File: src/rtl/irq_pkg.sv
// Shared constants for the interrupt request latch: source count, ack index
// width and the enable value loaded at reset.
package irq_pkg;

    localparam int NUM_SRC = 8;
    localparam int IDX_W   = 3;

    localparam logic [NUM_SRC-1:0] EN_RST_VAL = 8'hFF;

    typedef logic [NUM_SRC-1:0] src_vec_t;
    typedef logic [IDX_W-1:0]   src_idx_t;

    function automatic src_vec_t idx_to_onehot(input src_idx_t idx);
        src_vec_t v;
        v = '0;
        v[idx] = 1'b1;
        return v;
    endfunction

endpackage

File: src/rtl/sync_edge_det.sv
// One request line: SYNC_STAGES-deep synchronizer, a history flop, and a
// rising-edge pulse that is high for one cycle per synchronized 0->1.
module sync_edge_det #(
    parameter int SYNC_STAGES = 2
) (
    input  logic clk,
    input  logic rst_n,
    input  logic d_i,
    output logic rise_o
);

    logic [SYNC_STAGES-1:0] sync_q;
    logic                   hist_q;

    always_ff @(posedge clk or negedge rst_n) begin
        if (!rst_n) begin
            sync_q <= '0;
            hist_q <= 1'b0;
        end else begin
            sync_q <= {sync_q[SYNC_STAGES-2:0], d_i};
            hist_q <= sync_q[SYNC_STAGES-1];
        end
    end

    assign rise_o = sync_q[SYNC_STAGES-1] & ~hist_q;

endmodule

File: src/rtl/irq_request_latch.sv
// Latches edge-detected interrupt requests into a pending vector, gated by an
// enable register, with per-source sticky overflow and acknowledge-error pulse.
module irq_request_latch
    import irq_pkg::*;
#(
    parameter int SYNC_STAGES = 2
) (
    input  logic               clk,
    input  logic               rst_n,
    input  logic [NUM_SRC-1:0] req_i,
    input  logic               mask_we_i,
    input  logic [NUM_SRC-1:0] mask_wdata_i,
    input  logic               ack_i,
    input  logic [IDX_W-1:0]   ack_idx_i,
    output logic [NUM_SRC-1:0] pend_o,
    output logic               irq_o,
    output logic [NUM_SRC-1:0] ovf_o,
    output logic               ack_err_o
);

    src_vec_t rise;
    src_vec_t pending_q, pending_d;
    src_vec_t enable_q;
    src_vec_t ovf_q, ovf_d;
    src_vec_t ack_hit;
    logic     ack_miss;
    logic     ack_err_q;

    for (genvar n = 0; n < NUM_SRC; n++) begin : g_src
        sync_edge_det #(
            .SYNC_STAGES(SYNC_STAGES)
        ) u_sync (
            .clk   (clk),
            .rst_n (rst_n),
            .d_i   (req_i[n]),
            .rise_o(rise[n])
        );
    end

    // A new edge always wins over an ack of the same source; the ack still
    // clears overflow because the old event has been serviced.
    always_comb begin
        ack_hit  = '0;
        ack_miss = 1'b0;
        if (ack_i) begin
            if (pending_q[ack_idx_i]) begin
                ack_hit = idx_to_onehot(ack_idx_i);
            end else begin
                ack_miss = 1'b1;
            end
        end
        pending_d = (pending_q & ~ack_hit) | rise;
        ovf_d     = (ovf_q | (rise & pending_q)) & ~ack_hit;
    end

    always_ff @(posedge clk or negedge rst_n) begin
        if (!rst_n) begin
            pending_q <= '0;
            ovf_q     <= '0;
            enable_q  <= EN_RST_VAL;
            ack_err_q <= 1'b0;
        end else begin
            pending_q <= pending_d;
            ovf_q     <= ovf_d;
            ack_err_q <= ack_miss;
            if (mask_we_i) begin
                enable_q <= mask_wdata_i;
            end
        end
    end

    assign pend_o    = pending_q & enable_q;
    assign irq_o     = |pend_o;
    assign ovf_o     = ovf_q;
    assign ack_err_o = ack_err_q;

endmodule

File: config.mk
export PLATFORM = sky130hd
export DESIGN_NAME = irq_request_latch
export DESIGN_NICKNAME = d
export VERILOG_FILES = /design/src/rtl/irq_pkg.sv /design/src/rtl/sync_edge_det.sv /design/src/rtl/irq_request_latch.sv
export SDC_FILE = /design/constraint.sdc
export NUM_CORES = 1
export LEC_CHECK = 0
export ABC_AREA = 1
export ABC_CLOCK_PERIOD_IN_PS = 1600
export CAP_MARGIN = 25
export CORE_ASPECT_RATIO = 0.7
export CORE_MARGIN = 4
export CORE_UTILIZATION = 45
export CTS_CLUSTER_DIAMETER = 30
export DETAILED_ROUTE_END_ITERATION = 8
export PLACE_DENSITY = 0.72
export SYNTH_ARGS = -nofsm -noshare
export SYNTH_HDL_FRONTEND = slang
export SYNTH_HIERARCHICAL = 1
export SYNTH_SLANG_ARGS = --single-unit
File: constraint.sdc
create_clock -name clk -period 1.6 [get_ports clk]
set_clock_uncertainty 0.05 [all_clocks]
set_input_delay 0.16 -clock clk [delete_from_list [all_inputs] [get_ports clk]]
set_output_delay 0.16 -clock clk [all_outputs]
set_load 0.01 [all_outputs]
==> Flow_metrics.wiki <==
{| class="wikitable"
! Metric !! Value
|-
| Total of buffers placed on input and output ports || 40
|-
| Placeable Area || 0.00397 mm^2
|-
| Max stage delay on crit path || 0.40 ns
|-
| Max-cap violations || 0
|-
| Number of failing hold endpoints at the final stage || 0
|-
| Cell area power density || 998 mW/mm^2
|-
| Cell class contributing the biggest share of worst-path delay || simple AND/OR/NAND/NOR gates
|-
| Relative slew slack || 74.3%
|-
| Initial core utilization || 47.1%
|-
| Distinct cell type count of the synthesized netlist || 15
|-
| Unrepaired setup endpoints after global routing || true
|-
| Proportion of power drawn by the clock network || 28.2%
|-
| Overall via count from detail_route || 1325
|-
| Final max-slew violation count || 0
|-
| Critical Path Most Common Cell || sky130_fd_sc_hd__nand2_1
|-
| Number of buffers added by the clock tree synthesis step || 5
|-
| X dimension of the die || 85.1 um
|-
| Pin count of the biggest net entering global routing || 35
|-
| Share of layout cells above drive strength 1 || 22.2%
|-
| Part of the cycle the worst path needs || 95.2%
|-
| Number of rows created at floorplan || 19
|-
| TritonCTS clock tree || done
|-
| Wire length of the first global-routing pass || 6.06 mm
|-
| Detailed-route vias per instance || 4.49
|-
| Post-synthesis sequential area ratio || 66.1%
|-
| Count of yosys warnings during synthesis || 6
|-
| Average routed wire per standard cell || 12.1 um
|-
| Shortest clock period the worst path allows after layout || 1.52 ns
|-
| Cell with the largest stage delay on the worst path || sky130_fd_sc_hd__dfrtp_1
|-
| Min setup slack post-route || 0.0771 ns
|-
| Root Buffer || sky130_fd_sc_hd__clkbuf_8
|-
| Top achievable clock speed || 657 MHz
|-
| Leakage power of the design || 0.00122 uW
|-
| Routability Congestion || 0.894
|-
| Count of H-tree levels built during CTS || 2
|-
| Tightest Pin Transition || 0.385 ns
|-
| Router iterations before antenna repair || 4
|-
| Synthesized instance count || 184
|-
| Gr usage total || 15.2%
|-
| Reg clk slew, reported paths || 0.09 ns
|-
| Number of synthesized register bits || 49
|-
| Final HPWL from detailed placement || 2.66 mm
|-
| Synth Net Count || 207
|-
| WS Path Type || reg -> out
|-
| Synthesis-to-layout area growth || 34.0%
|-
| Kind of path behind the tightest hold check || in -> reg
|-
| Antenna violations before repair || 0
|-
| Die Y-Extent || 61.9 um
|-
| WP data required || 1.39 ns
|-
| Worst-path cell chain || nand2_1 -> inv_2 -> nor4_2 -> nand2_1 -> buf_2
|-
| Number of buffers on the longest clock path || 2
|-
| ANT nets after route || 0
|-
| Endpoints failing setup || 0
|-
| Sort of element at the start of the critical path || register
|-
| Critical Path AT || 1.31 ns
|-
| Avg Inst Size Synth || 10.2 um^2
|-
| DR iter-0 viols || 47
|-
| Maximum net fanout on the critical path || 2
|-
| Setup WS pre-CTS || -0.0978 ns
|-
| Worst-case vdd ir drop || 0.692 mV
|-
| Share of power burned in registers || 55.5%
|-
| DRC errors left || 0
|-
| Internal Power || 1850 uW
|-
| Remaining global-route overflow || 0
|-
| Clock sink total || 49
|-
| Total design power || 2500 uW
|-
| Cells taking the most area after synthesis || sky130_fd_sc_hd__dfrtp_1 (55%), sky130_fd_sc_hd__dfstp_2 (11%), sky130_fd_sc_hd__nand2_1 (11%)
|-
| Crit path capture type || output port
|-
| Result of the run || completed
|-
| Worst path buffer plus inverter count || 2
|-
| Total Routed Length || 3.56 mm
|-
| Setup slack of the most critical reg-to-reg path || 0.20 ns
|-
| Part of the total power dissipated in combinational logic || 16.2%
|-
| Switch Pwr || 649 uW
|-
| Vias in the first global route || 1335
|-
| IO Pins || 41
|-
| Clock latency reported for the late side of the worst-skew pair || 0.30 ns
|-
| Die ar. || 0.00527 mm^2
|-
| Net switching fraction of the power || 25.9%
|-
| Final sum of negative setup slack || 0 ns
|-
| Portion of synthesized cell area occupied by the leading cell type || 54.8%
|-
| Count of antenna diodes in the layout || 0
|-
| Fin nets || 265
|-
| Syn Std Cell Area || 0.00187 mm^2
|-
| Dominant cell type by area after synthesis || sky130_fd_sc_hd__dfrtp_1
|}
## flip-flops by register name, indices dropped and copies added, names as in the netlist
register and count:
g_src.u_sync/sync_q 16, enable_q 8, g_src.u_sync/hist_q 8, ovf_o 8, pending_q 8, ack_err_o 1
## synth_stat cells (all sizes together)
| library cell | count |
|---|---|
| nand2 | 59 |
| o21ai | 2 |
| dfstp | 8 |
| clkbuf | 1 |
| nand4 | 2 |
| mux2 | 8 |
| nor4 | 2 |
| dfrtp | 41 |
| a21oi | 12 |
| buf | 1 |
| nor2 | 16 |
| inv | 32 |
## logic make-up (layout without fill, tap and decap cells)
family	Yosys count	count (layout)	share of synthesized area [%]
AND/OR/NAND/NOR	79	79	18.1
flip-flops	49	49	66.1
buffers and inverters	34	93	7.22
AO/OA/AOI/OAI	14	14	3.75
multiplexers	8	8	4.82
## layout make-up
| type | count | area (um^2) |
|---|---|---|
| Sequential cell | 49 | 1240 |
| Fill cell | 345 | 1460 |
| Timing Repair Buffer | 53 | 493 |
| Tap cell | 52 | 65.1 |
| Multi-Input combinational cell | 101 | 505 |
| Inverter | 32 | 120 |
| Clock buffer | 5 | 68.8 |
| Clock inverter | 3 | 17.5 |
## layer usage
layer  global-route usage, %  wire length [um]  vias up
li1                        -                 -      677
met1                    21.5              1880      605
met2                    21.8              1380       38
met3                    6.06               269        5
met4                    4.74                24        0
met5                       0                 0        -
## worst register-to-register path: stages, from the launching register on
cell and delay (ns):
sky130_fd_sc_hd__dfrtp_1 0.41, sky130_fd_sc_hd__buf_4 0.14, sky130_fd_sc_hd__nand2_1 0.05, sky130_fd_sc_hd__nand2_1 0.07
sky130_fd_sc_hd__nand2_1 0.04, sky130_fd_sc_hd__nand2_1 0.05, sky130_fd_sc_hd__nand2_1 0.06, sky130_fd_sc_hd__nand2_2 0.23
sky130_fd_sc_hd__nand2_1 0.09, sky130_fd_sc_hd__nand2_1 0.07, sky130_fd_sc_hd__nand2_1 0.05
## cells in the final DEF, fill, tap and decap left out
master,instances
sky130_fd_sc_hd__nor4_1,1
sky130_fd_sc_hd__inv_2,2
sky130_fd_sc_hd__nand2_1,54
sky130_fd_sc_hd__nor2_1,8
sky130_fd_sc_hd__clkdlybuf4s50_1,30
sky130_fd_sc_hd__buf_2,2
sky130_fd_sc_hd__clkinvlp_4,1
sky130_fd_sc_hd__dlygate4sd3_1,1
sky130_fd_sc_hd__inv_1,30
sky130_fd_sc_hd__clkbuf_8,5
sky130_fd_sc_hd__nor4_2,1
sky130_fd_sc_hd__clkinv_2,2
sky130_fd_sc_hd__a21oi_1,12
sky130_fd_sc_hd__dfstp_2,8
sky130_fd_sc_hd__buf_4,11
sky130_fd_sc_hd__dfrtp_1,41
sky130_fd_sc_hd__dlygate4sd2_1,8
sky130_fd_sc_hd__mux2_2,8
sky130_fd_sc_hd__nor2_2,8
sky130_fd_sc_hd__nand4_1,2
sky130_fd_sc_hd__nand2_2,5
sky130_fd_sc_hd__buf_12,1
sky130_fd_sc_hd__o21ai_0,2
## power by group through the flow
stage | combinational, uW | clock (uW) | sequential [uW]
after global routing | 456 | 772 | 1400
after detailed placement | 417 | 0 | 1410
final | 406 | 706 | 1390
after CTS | 407 | 725 | 1390
after floorplan | 164 | 0 | 1420
after global placement | 413 | 0 | 1410
## metrics by stage
stage	utilization [%]	std cells	area [um^2]	hold slack (ns)
after global placement	60.7	285	2410	0.0441
after CTS	62.9	294	2500	0.235
final	63.1	295	2510	0.237
after floorplan	-	184	1870	-0.186
after detailed placement	60.7	285	2410	0.0461
after global routing	63.1	295	2510	0.235
## worst paths after layout
path | startpoint | cells after the start | end
min | req_i[5] | 1 | g_src[5].u_sync/sync_q[0]
max in group asynchronous | rst_n | 3 | enable_q[0]
max reg2reg | pending_q[5] | 10 | pending_q[2]
max | pending_q[2] | 5 | irq_o
min in group asynchronous | rst_n | 2 | g_src[0].u_sync/hist_q
min reg2reg | g_src[3].u_sync/sync_q[0] | 0 | g_src[3].u_sync/sync_q[1]
## what timing repair did
action                     CTS  global route
pin swaps                    2             2
hold endpoints to repair    15             0
setup endpoints to repair    9             1
hold buffers                 1             0
setup buffers                0             1
resized for setup           13             1
(Power assumes the default switching activity.)
